`src/rtl/uart_pkg.sv`:
```
// Shared UART definitions: receiver state encoding, default link settings and
// the oversample divider calculation used by both transmitter and receiver.
package uart_pkg;

    typedef enum logic [2:0] {
        IDLE,
        START,
        DATA,
        STOP,
        WAIT_HIGH
    } uart_state_e;

    localparam int unsigned FCLK_DEFAULT  = 100_000_000;
    localparam int unsigned FUART_DEFAULT = 115_200;
    localparam int unsigned OVS_DEFAULT   = 16;

    // Clocks per oversample tick, truncated toward zero.
    function automatic int unsigned calc_div(input int unsigned fclk,
                                             input int unsigned fuart,
                                             input int unsigned ovs);
        return fclk / (fuart * ovs);
    endfunction

endpackage

```
`src/rtl/uart_baud_tick.sv`:
```
// Oversample tick generator: one-cycle tick every DIV clocks, restartable via
// clr so the tick phase can be aligned to a detected start edge.
module uart_baud_tick #(
    parameter int unsigned DIV = 54
) (
    input  logic clk_Rx,
    input  logic rst,
    input  logic clr,
    output logic tick
);

    localparam int unsigned W = $clog2(DIV);
    localparam logic [W-1:0] LAST = W'(DIV - 1);

    logic [W-1:0] div_cnt_q;
    logic [W-1:0] div_cnt_d;

    always_comb begin
        div_cnt_d = div_cnt_q + 1'b1;
        if (clr || (div_cnt_q == LAST)) begin
            div_cnt_d = '0;
        end
    end

    always_ff @(posedge clk_Rx or posedge rst) begin
        if (rst) begin
            div_cnt_q <= '0;
        end else begin
            div_cnt_q <= div_cnt_d;
        end
    end

    assign tick = (div_cnt_q == LAST);

endmodule

```
`src/rtl/uart_rx.sv`:
```
// 8N1 UART receiver with 16x oversampling: mid-bit start validation, mid-bit
// data sampling, stop-bit check with framing-error pulse and break lockout.
module uart_rx
    import uart_pkg::*;
#(
    parameter int unsigned Fclk  = FCLK_DEFAULT,
    parameter int unsigned Fuart = FUART_DEFAULT,
    parameter int unsigned OVS   = OVS_DEFAULT,
    parameter int unsigned DIV   = calc_div(Fclk, Fuart, OVS)
) (
    input  logic       clk_Rx,
    input  logic       rst,
    input  logic       Rx_in,
    output logic [7:0] rx_data,
    output logic       rx_valid,
    output logic       frame_err,
    output logic       rx_busy
);

    localparam int unsigned SMP_W = $clog2(OVS);
    localparam logic [SMP_W-1:0] SMP_MID  = SMP_W'(OVS / 2 - 1);
    localparam logic [SMP_W-1:0] SMP_LAST = SMP_W'(OVS - 1);

    logic sync1_q;
    logic sync2_q;
    logic rx_s;

    uart_state_e state_q, state_d;
    logic [SMP_W-1:0] smp_cnt_q, smp_cnt_d;
    logic [2:0]       bit_cnt_q, bit_cnt_d;
    logic [7:0]       shreg_q, shreg_d;
    logic [7:0]       rx_data_q, rx_data_d;
    logic             rx_valid_q, rx_valid_d;
    logic             frame_err_q, frame_err_d;
    logic             div_clr;
    logic             tick;

    // Flops reset high so reset does not look like a start edge.
    always_ff @(posedge clk_Rx or posedge rst) begin
        if (rst) begin
            sync1_q <= 1'b1;
            sync2_q <= 1'b1;
        end else begin
            sync1_q <= Rx_in;
            sync2_q <= sync1_q;
        end
    end

    assign rx_s = sync2_q;

    uart_baud_tick #(
        .DIV (DIV)
    ) u_baud_tick (
        .clk_Rx (clk_Rx),
        .rst    (rst),
        .clr    (div_clr),
        .tick   (tick)
    );

    always_comb begin
        state_d     = state_q;
        smp_cnt_d   = smp_cnt_q;
        bit_cnt_d   = bit_cnt_q;
        shreg_d     = shreg_q;
        rx_data_d   = rx_data_q;
        rx_valid_d  = 1'b0;
        frame_err_d = 1'b0;
        div_clr     = 1'b0;

        case (state_q)
            IDLE: begin
                if (!rx_s) begin
                    state_d   = START;
                    smp_cnt_d = '0;
                    div_clr   = 1'b1;
                end
            end

            START: begin
                if (tick) begin
                    if (smp_cnt_q == SMP_MID) begin
                        // Line back high at mid start bit: treat as a glitch.
                        if (!rx_s) begin
                            state_d   = DATA;
                            smp_cnt_d = '0;
                            bit_cnt_d = '0;
                        end else begin
                            state_d = IDLE;
                        end
                    end else begin
                        smp_cnt_d = smp_cnt_q + 1'b1;
                    end
                end
            end

            DATA: begin
                if (tick) begin
                    if (smp_cnt_q == SMP_LAST) begin
                        shreg_d   = {rx_s, shreg_q[7:1]};
                        smp_cnt_d = '0;
                        bit_cnt_d = bit_cnt_q + 1'b1;
                        if (bit_cnt_q == 3'd7) begin
                            state_d = STOP;
                        end
                    end else begin
                        smp_cnt_d = smp_cnt_q + 1'b1;
                    end
                end
            end

            STOP: begin
                if (tick) begin
                    if (smp_cnt_q == SMP_LAST) begin
                        smp_cnt_d = '0;
                        if (rx_s) begin
                            rx_data_d  = shreg_q;
                            rx_valid_d = 1'b1;
                            state_d    = IDLE;
                        end else begin
                            frame_err_d = 1'b1;
                            state_d     = WAIT_HIGH;
                        end
                    end else begin
                        smp_cnt_d = smp_cnt_q + 1'b1;
                    end
                end
            end

            WAIT_HIGH: begin
                // A held-low line (break) must not start a new frame.
                if (rx_s) begin
                    state_d = IDLE;
                end
            end

            default: begin
                state_d = IDLE;
            end
        endcase
    end

    always_ff @(posedge clk_Rx or posedge rst) begin
        if (rst) begin
            state_q     <= IDLE;
            smp_cnt_q   <= '0;
            bit_cnt_q   <= '0;
            shreg_q     <= '0;
            rx_data_q   <= '0;
            rx_valid_q  <= 1'b0;
            frame_err_q <= 1'b0;
        end else begin
            state_q     <= state_d;
            smp_cnt_q   <= smp_cnt_d;
            bit_cnt_q   <= bit_cnt_d;
            shreg_q     <= shreg_d;
            rx_data_q   <= rx_data_d;
            rx_valid_q  <= rx_valid_d;
            frame_err_q <= frame_err_d;
        end
    end

    assign rx_data   = rx_data_q;
    assign rx_valid  = rx_valid_q;
    assign frame_err = frame_err_q;
    assign rx_busy   = (state_q != IDLE);

endmodule

```
`config.mk`:
```
export PLATFORM = sky130hd
export DESIGN_NAME = uart_rx
export DESIGN_NICKNAME = d
export VERILOG_FILES = /design/src/rtl/uart_pkg.sv /design/src/rtl/uart_baud_tick.sv /design/src/rtl/uart_rx.sv
export SDC_FILE = /design/constraint.sdc
export NUM_CORES = 1
export LEC_CHECK = 0
export CAP_MARGIN = 10
export CORE_MARGIN = 4
export CORE_UTILIZATION = 58
export CTS_BUF_LIST = sky130_fd_sc_hd__clkbuf_4
export DETAILED_ROUTE_END_ITERATION = 6
export PLACE_DENSITY = 0.8
export RECOVER_POWER = 100
export SYNTH_ARGS = -nofsm -noshare
export SYNTH_HDL_FRONTEND = slang
export SYNTH_HIERARCHICAL = 1
export SYNTH_SLANG_ARGS = --single-unit
```
`constraint.sdc`:
```
create_clock -name clk_Rx -period 4.26 [get_ports clk_Rx]
set_input_delay 0.639 -clock clk_Rx [delete_from_list [all_inputs] [get_ports clk_Rx]]
set_output_delay 0.639 -clock clk_Rx [all_outputs]
set_load 0.01 [all_outputs]
```
## Word-level counts from Yosys, hierarchy flattened

Index checks and enable logic that the tools add are counted.
Widths: inputs -> output; s select.

- Flip-flop bits (word level): 36
- Word-level logic and storage cells: 77
- Input port bits: 3

- Equality and inequality tests: 19
- Reductions and logical operators: 11
- Muxes and demuxes: 34
- $add $sub $neg: 3

Operators with widths:

| kind | count |
|---|---|
| $mux 3 | 15 |
| $mux 4 | 5 |
| $ne 2x2->1 const B | 10 |
| $pmux 3 s5 | 1 |
| $pmux 4 s3 | 1 |
| $mux 1 | 9 |
| $reduce_and 9->1 | 1 |
| $add 6x1->6 const B | 1 |
| $eq 3x2->1 const B | 2 |
| $eq 3x3->1 const B | 2 |
| $eq 6x6->1 const B | 1 |
| $mux 6 | 1 |
| $pmux 3 s2 | 1 |
| $reduce_and 3->1 | 2 |
| $reduce_and 6->1 | 1 |
| $reduce_bool 3->1 | 2 |
| $add 4x1->4 const B | 1 |
| $eq 4x3->1 const B | 1 |
| $eq 4x4->1 const B | 1 |
| $reduce_and 4->1 | 1 |
| $add 3x1->3 const B | 1 |
| $eq 3x1->1 const B | 1 |
| $logic_not 3->1 | 1 |
| $mux 2 | 1 |
| 4 further kinds | 4 |

## Logic depth before layout (Yosys ltp)

- Word-level depth: 5
- Mapped depth: 8
- Mapped depth without buffers: 7

## Cells and area by module

The synthesis kept the hierarchy.

By module, submodules not included:

| module | area each (um^2) | sequential area each (um^2) | cells an instance | instances |
|---|---|---|---|---|
| uart_rx | 1447.6 | 753.2 | 115 | 1 |
| uart_baud_tick | 294.0 | 150.1 | 27 | 1 |

## Worst setup path before layout

No wires, ideal clock.

- Path kind: register to register
- From: reg u_baud_tick.div_cnt_q[1]
- To: reg rx_data_q[0], in the netlist rx_data[0]
- Cell stages (with the launch flop): 9
- Arrival time: 1.768 ns
- Required time: 4.135 ns
- Path slack: 2.367 ns
- Path buffers: 1
- Library setup time: 0.125 ns
- Cell sequence: dfrtp_1 -> inv_1 -> ha_1 -> and4_2 -> buf_2 -> and2b_1 -> and4_4 -> nand2_8 -> mux2_4

- Word-level cells in the longest chain between the ends: 2

RTL lines:

| item | line | RTL |
|---|---|---|
| from (decl) | uart_baud_tick.sv:15 | `logic [W-1:0] div_cnt_q;` |
| from (signal assigned) | uart_baud_tick.sv:29 | `div_cnt_q <= div_cnt_d;` |
| $eq 6x6->1 | uart_baud_tick.sv:33 | `assign tick = (div_cnt_q == LAST);` |
| named net tick | uart_rx.sv:36 | `logic tick;` |
| $reduce_and 4->1 (no line) | -- |  |
| to (signal assigned) | uart_rx.sv:156 | `rx_data_q <= rx_data_d;` |
| to (decl) | uart_rx.sv:32 | `logic [7:0] rx_data_q, rx_data_d;` |

The timed path passes the listed nets, and every way through them passes these cells.
A chain may end at the register's enable or synchronous reset.

## Worst setup path in the final report

- From: reg state_q[1]
- To: out rx_busy

- Word-level cells in the longest chain between the ends: 1

RTL lines:

| item | line | RTL |
|---|---|---|
| from (decl) | uart_rx.sv:28 | `uart_state_e state_q, state_d;` |
| from (signal assigned) | uart_rx.sv:152 | `state_q <= state_d;` |
| $reduce_bool 3->1 | uart_rx.sv:165 | `assign rx_busy = (state_q != IDLE);` |
| to (decl) | uart_rx.sv:17 | `output logic rx_busy` |

No other way between the ends.

==> reports/results.ini <==
[pwr]
leakagePower_nw=0.9001
irDropWorstVdd_mv=0.2806
p_seq_share_pct=64.9
power.total_uw=530.7
cellPowerDensity_mw_per_mm2=284.1
power.net_switching_uw=116.4
netSwitchingFraction_pct=21.94
p_int_uw=414.3
combinationalPowerShare_pct=1.7
clock_power_share_pct=33.3

[timing]
final.period_utilization_pct=60.18
drv_slew=0
achievable-frequency_mhz=390.1
finalHoldViolations=0
setup_tns_ns=0
final_setup_violation_count=0
setup_repair_after_global_routing_missed_its_margin=false
max_slew_margin_pct=14.27
setup_skew_ns=0.008184
period_needed_ns=2.563
worstMarginPinSlew_ns=1.286

[worst_hold_path]
worst_hold_path_type=reg -> reg
worstHoldStart=sync1_q$_DFF_PP1_
worst_hold_path.num_cells=0
min_to=rx_s$_DFF_PP1_

[synthesis]
synth_largest_area_cell=dfrtp_1
ys.flop_type=dfrtp_1
post-synth-top-area-fraction_pct=48.85
synth_cells=142
netlist_area_mm2=0.001742
synthesis.nets=150
synth-edff-count=0
postSynthRegisterBits=36
synth_area_per_cell_um2=12.27
synth_cell_types=46
synth.top_cells.by_area=dfrtp_1 (49%), mux2_4 (6.9%), mux2_1 (5.2%)
async_reset_ff_share_pct=100.0
share_of_synthesized_area_occupied_by_flip_flops_and_latches_pct=51.87
ys_warnings=6

[cts]
clk-insertion-delay-late_ns=0.34
ctsHoldBuffers=0
clk_root_buffer_cell=clkbuf_4
clock_sinks=36
htree_levels=2
cts.reportedPaths.clkPinSlew_ns=0.10
post-cts-setup-buffer-count=0
cts_inserted_buffers=5
clock_tree.buffer_depth=2
ctsResizeCount=0
tritoncts=done

[drt]
total_routed_length_um=3197
drt_iter0_markers=48
drtPass1Iterations=5
detailroute.via_count=1176
detail-route-antenna-nets=0
wl_per_cell_um=16.92
viasPerCell=6.222
drc=0

[place]
portBuffers=13
globalplace.congestion=0.9052
dp_hpwl_um=2325
placed_cells=180

[grt]
grt.overflow.total=0
grt_pass1_wl_um=5506
grt_use_total_pct=18.12
pin_count_of_the_biggest_net_entering_global_routing=31
first_global_vias=1168
initial_antenna_violation_count=0

[setup_path]
critical_path_arrival_ns=1.92
worst_r2r_path_depth=6
crit_path_start=state_q[1]$_DFFE_PP0P_
ff2ff_setup_slack_ns=2.01
critical_path_required_ns=3.62
worst_setup_path_start_kind=flop
reg2reg_from=u_baud_tick/div_cnt_q[1]$_DFF_PP0_
critical_path.max_fanout=15
timing_worst_setup_path_type=reg -> out
regToRegEndpoint=shreg_q[2]$_DFFE_PP0P_
setup.worst_path.end_class=primary output

[die]
fp-row-count=19
io-pin-count=14
fp.coreArea_mm2=0.002805
floorplan.initialDensity_pct=62.09
die_area_mm2=0.003944
die_height_um=62.80
die_w_um=62.80

[layout]
filler_cell_count=223
antenna_cells_inserted=0
final_nets=165
final_core_utilization_pct=66.59
areaGrowthSynthToFinish_pct=7.256
fin_cells=189
layout-drive-gt1-share_pct=7.595

[job]
cap_violations=0

[outcome]
outcome=finished clean

metal layers:
layer | GRT usage, % | part of all wire, %
met1 | 22.17 | 41
met3 | 4.856 | 5.4
met2 | 28.76 | 50
met4 | 10.47 | 3.0
met5 | 0 | 0
cells in the final DEF (no fill, tap or decap), types with 5 or more instances in the layout:
cell            n
dfrtp_1        34
mux2_1         16
dlygate4sd3_1  13
nand2_1         8
nor2_1          8
inv_1           7
o21ai_0         6
clkbuf_4        6
ha_1            5
registers in the layout, summed over array words and instances, names as in the netlist:
| name | count |
|---|---|
| rx_data | 8 |
| shreg_q | 8 |
| u_baud_tick/div_cnt_q | 6 |
| smp_cnt_q | 4 |
| bit_cnt_q | 3 |
| state_q | 3 |
| frame_err | 1 |
| rx_s | 1 |
| rx_valid | 1 |
| sync1_q | 1 |
worst max-delay path by stage:
stage / to / slack [ns] / cells after the start
finish: rx_busy / 1.70 / 2
global route: rx_busy / 1.61 / 2
CTS: rx_busy / 1.81 / 2
detailed placement: rx_busy / 2.21 / 2
global placement: rx_busy / 2.22 / 2
floorplan: rx_data[0]$_DFFE_PP0P_ / 2.37 / 8
layout make-up:
type / count / area, um2 / share of cell area [%]
Clock buffer: 6 / 45.04 / 2.411
Inverter: 7 / 26.28 / 1.407
Multi-Input combinational cell: 93 / 709.4 / 37.98
Sequential cell: 36 / 903.4 / 48.36
Timing Repair Buffer: 14 / 133.9 / 7.167
Tap cell: 31 / 38.79 / 2.076
Clock inverter: 2 / 11.26 / 0.6028
cells in the mapped netlist (2+ instances only):
library cell and instances:
a21oi_1 3, a22oi_1 2, a311oi_1 2, buf_2 3, clkbuf_1 2, dfrtp_1 34
dfstp_2 2, ha_1 5, inv_1 7, mux2_1 8, mux2_4 8, mux2i_1 2
nand2_1 7, nand2b_1 3, nand3_1 3, nand4_1 2, nor2_1 8, nor2b_1 2
nor4_1 2, o21ai_0 5, o22ai_1 2, o2bb2ai_1 3, or3_1 2, xnor2_1 2
xor2_1 2
power by group through the flow:
stage                     clock network (mW)  logic (mW)  registers [mW]
after floorplan                            0     0.00829           0.350
after global placement                     0     0.00929           0.352
after detailed placement                   0     0.00985           0.352
after CTS                              0.185     0.00995           0.345
after global routing                   0.204      0.0110           0.345
final                                  0.177     0.00909           0.345
worst max-delay path: stages, from the launching register on:
cell	delay (ns)
dfrtp_1	0.55
or3_1	0.41
dlygate4sd3_1	0.63
cell families (layout without fill, tap and decap cells):
logic type	after synthesis	count (layout)	share of synthesized area, %
multiplexers	18	18	13.22
flip-flops	36	36	51.87
adder cells (fa/ha/maj)	5	5	3.592
buffers and inverters	13	29	3.592
AO/OA/AOI/OAI	26	26	10.63
XOR/XNOR	4	4	2.012
AND/OR/NAND/NOR	40	40	15.09
through the flow:
stage	hold slack [ns]	setup WS, ns	instance area (um2)
2_1_floorplan	0.3452	2.367	1742
3_3_place_gp	0.3471	2.224	1874
3_5_place_dp	0.3482	2.213	1874
4_1_cts	0.3636	1.813	1931
5_1_grt	0.3725	1.605	1868
6_report	0.3614	1.697	1868
No activity file was read; power rests on OpenSTA's default activity.
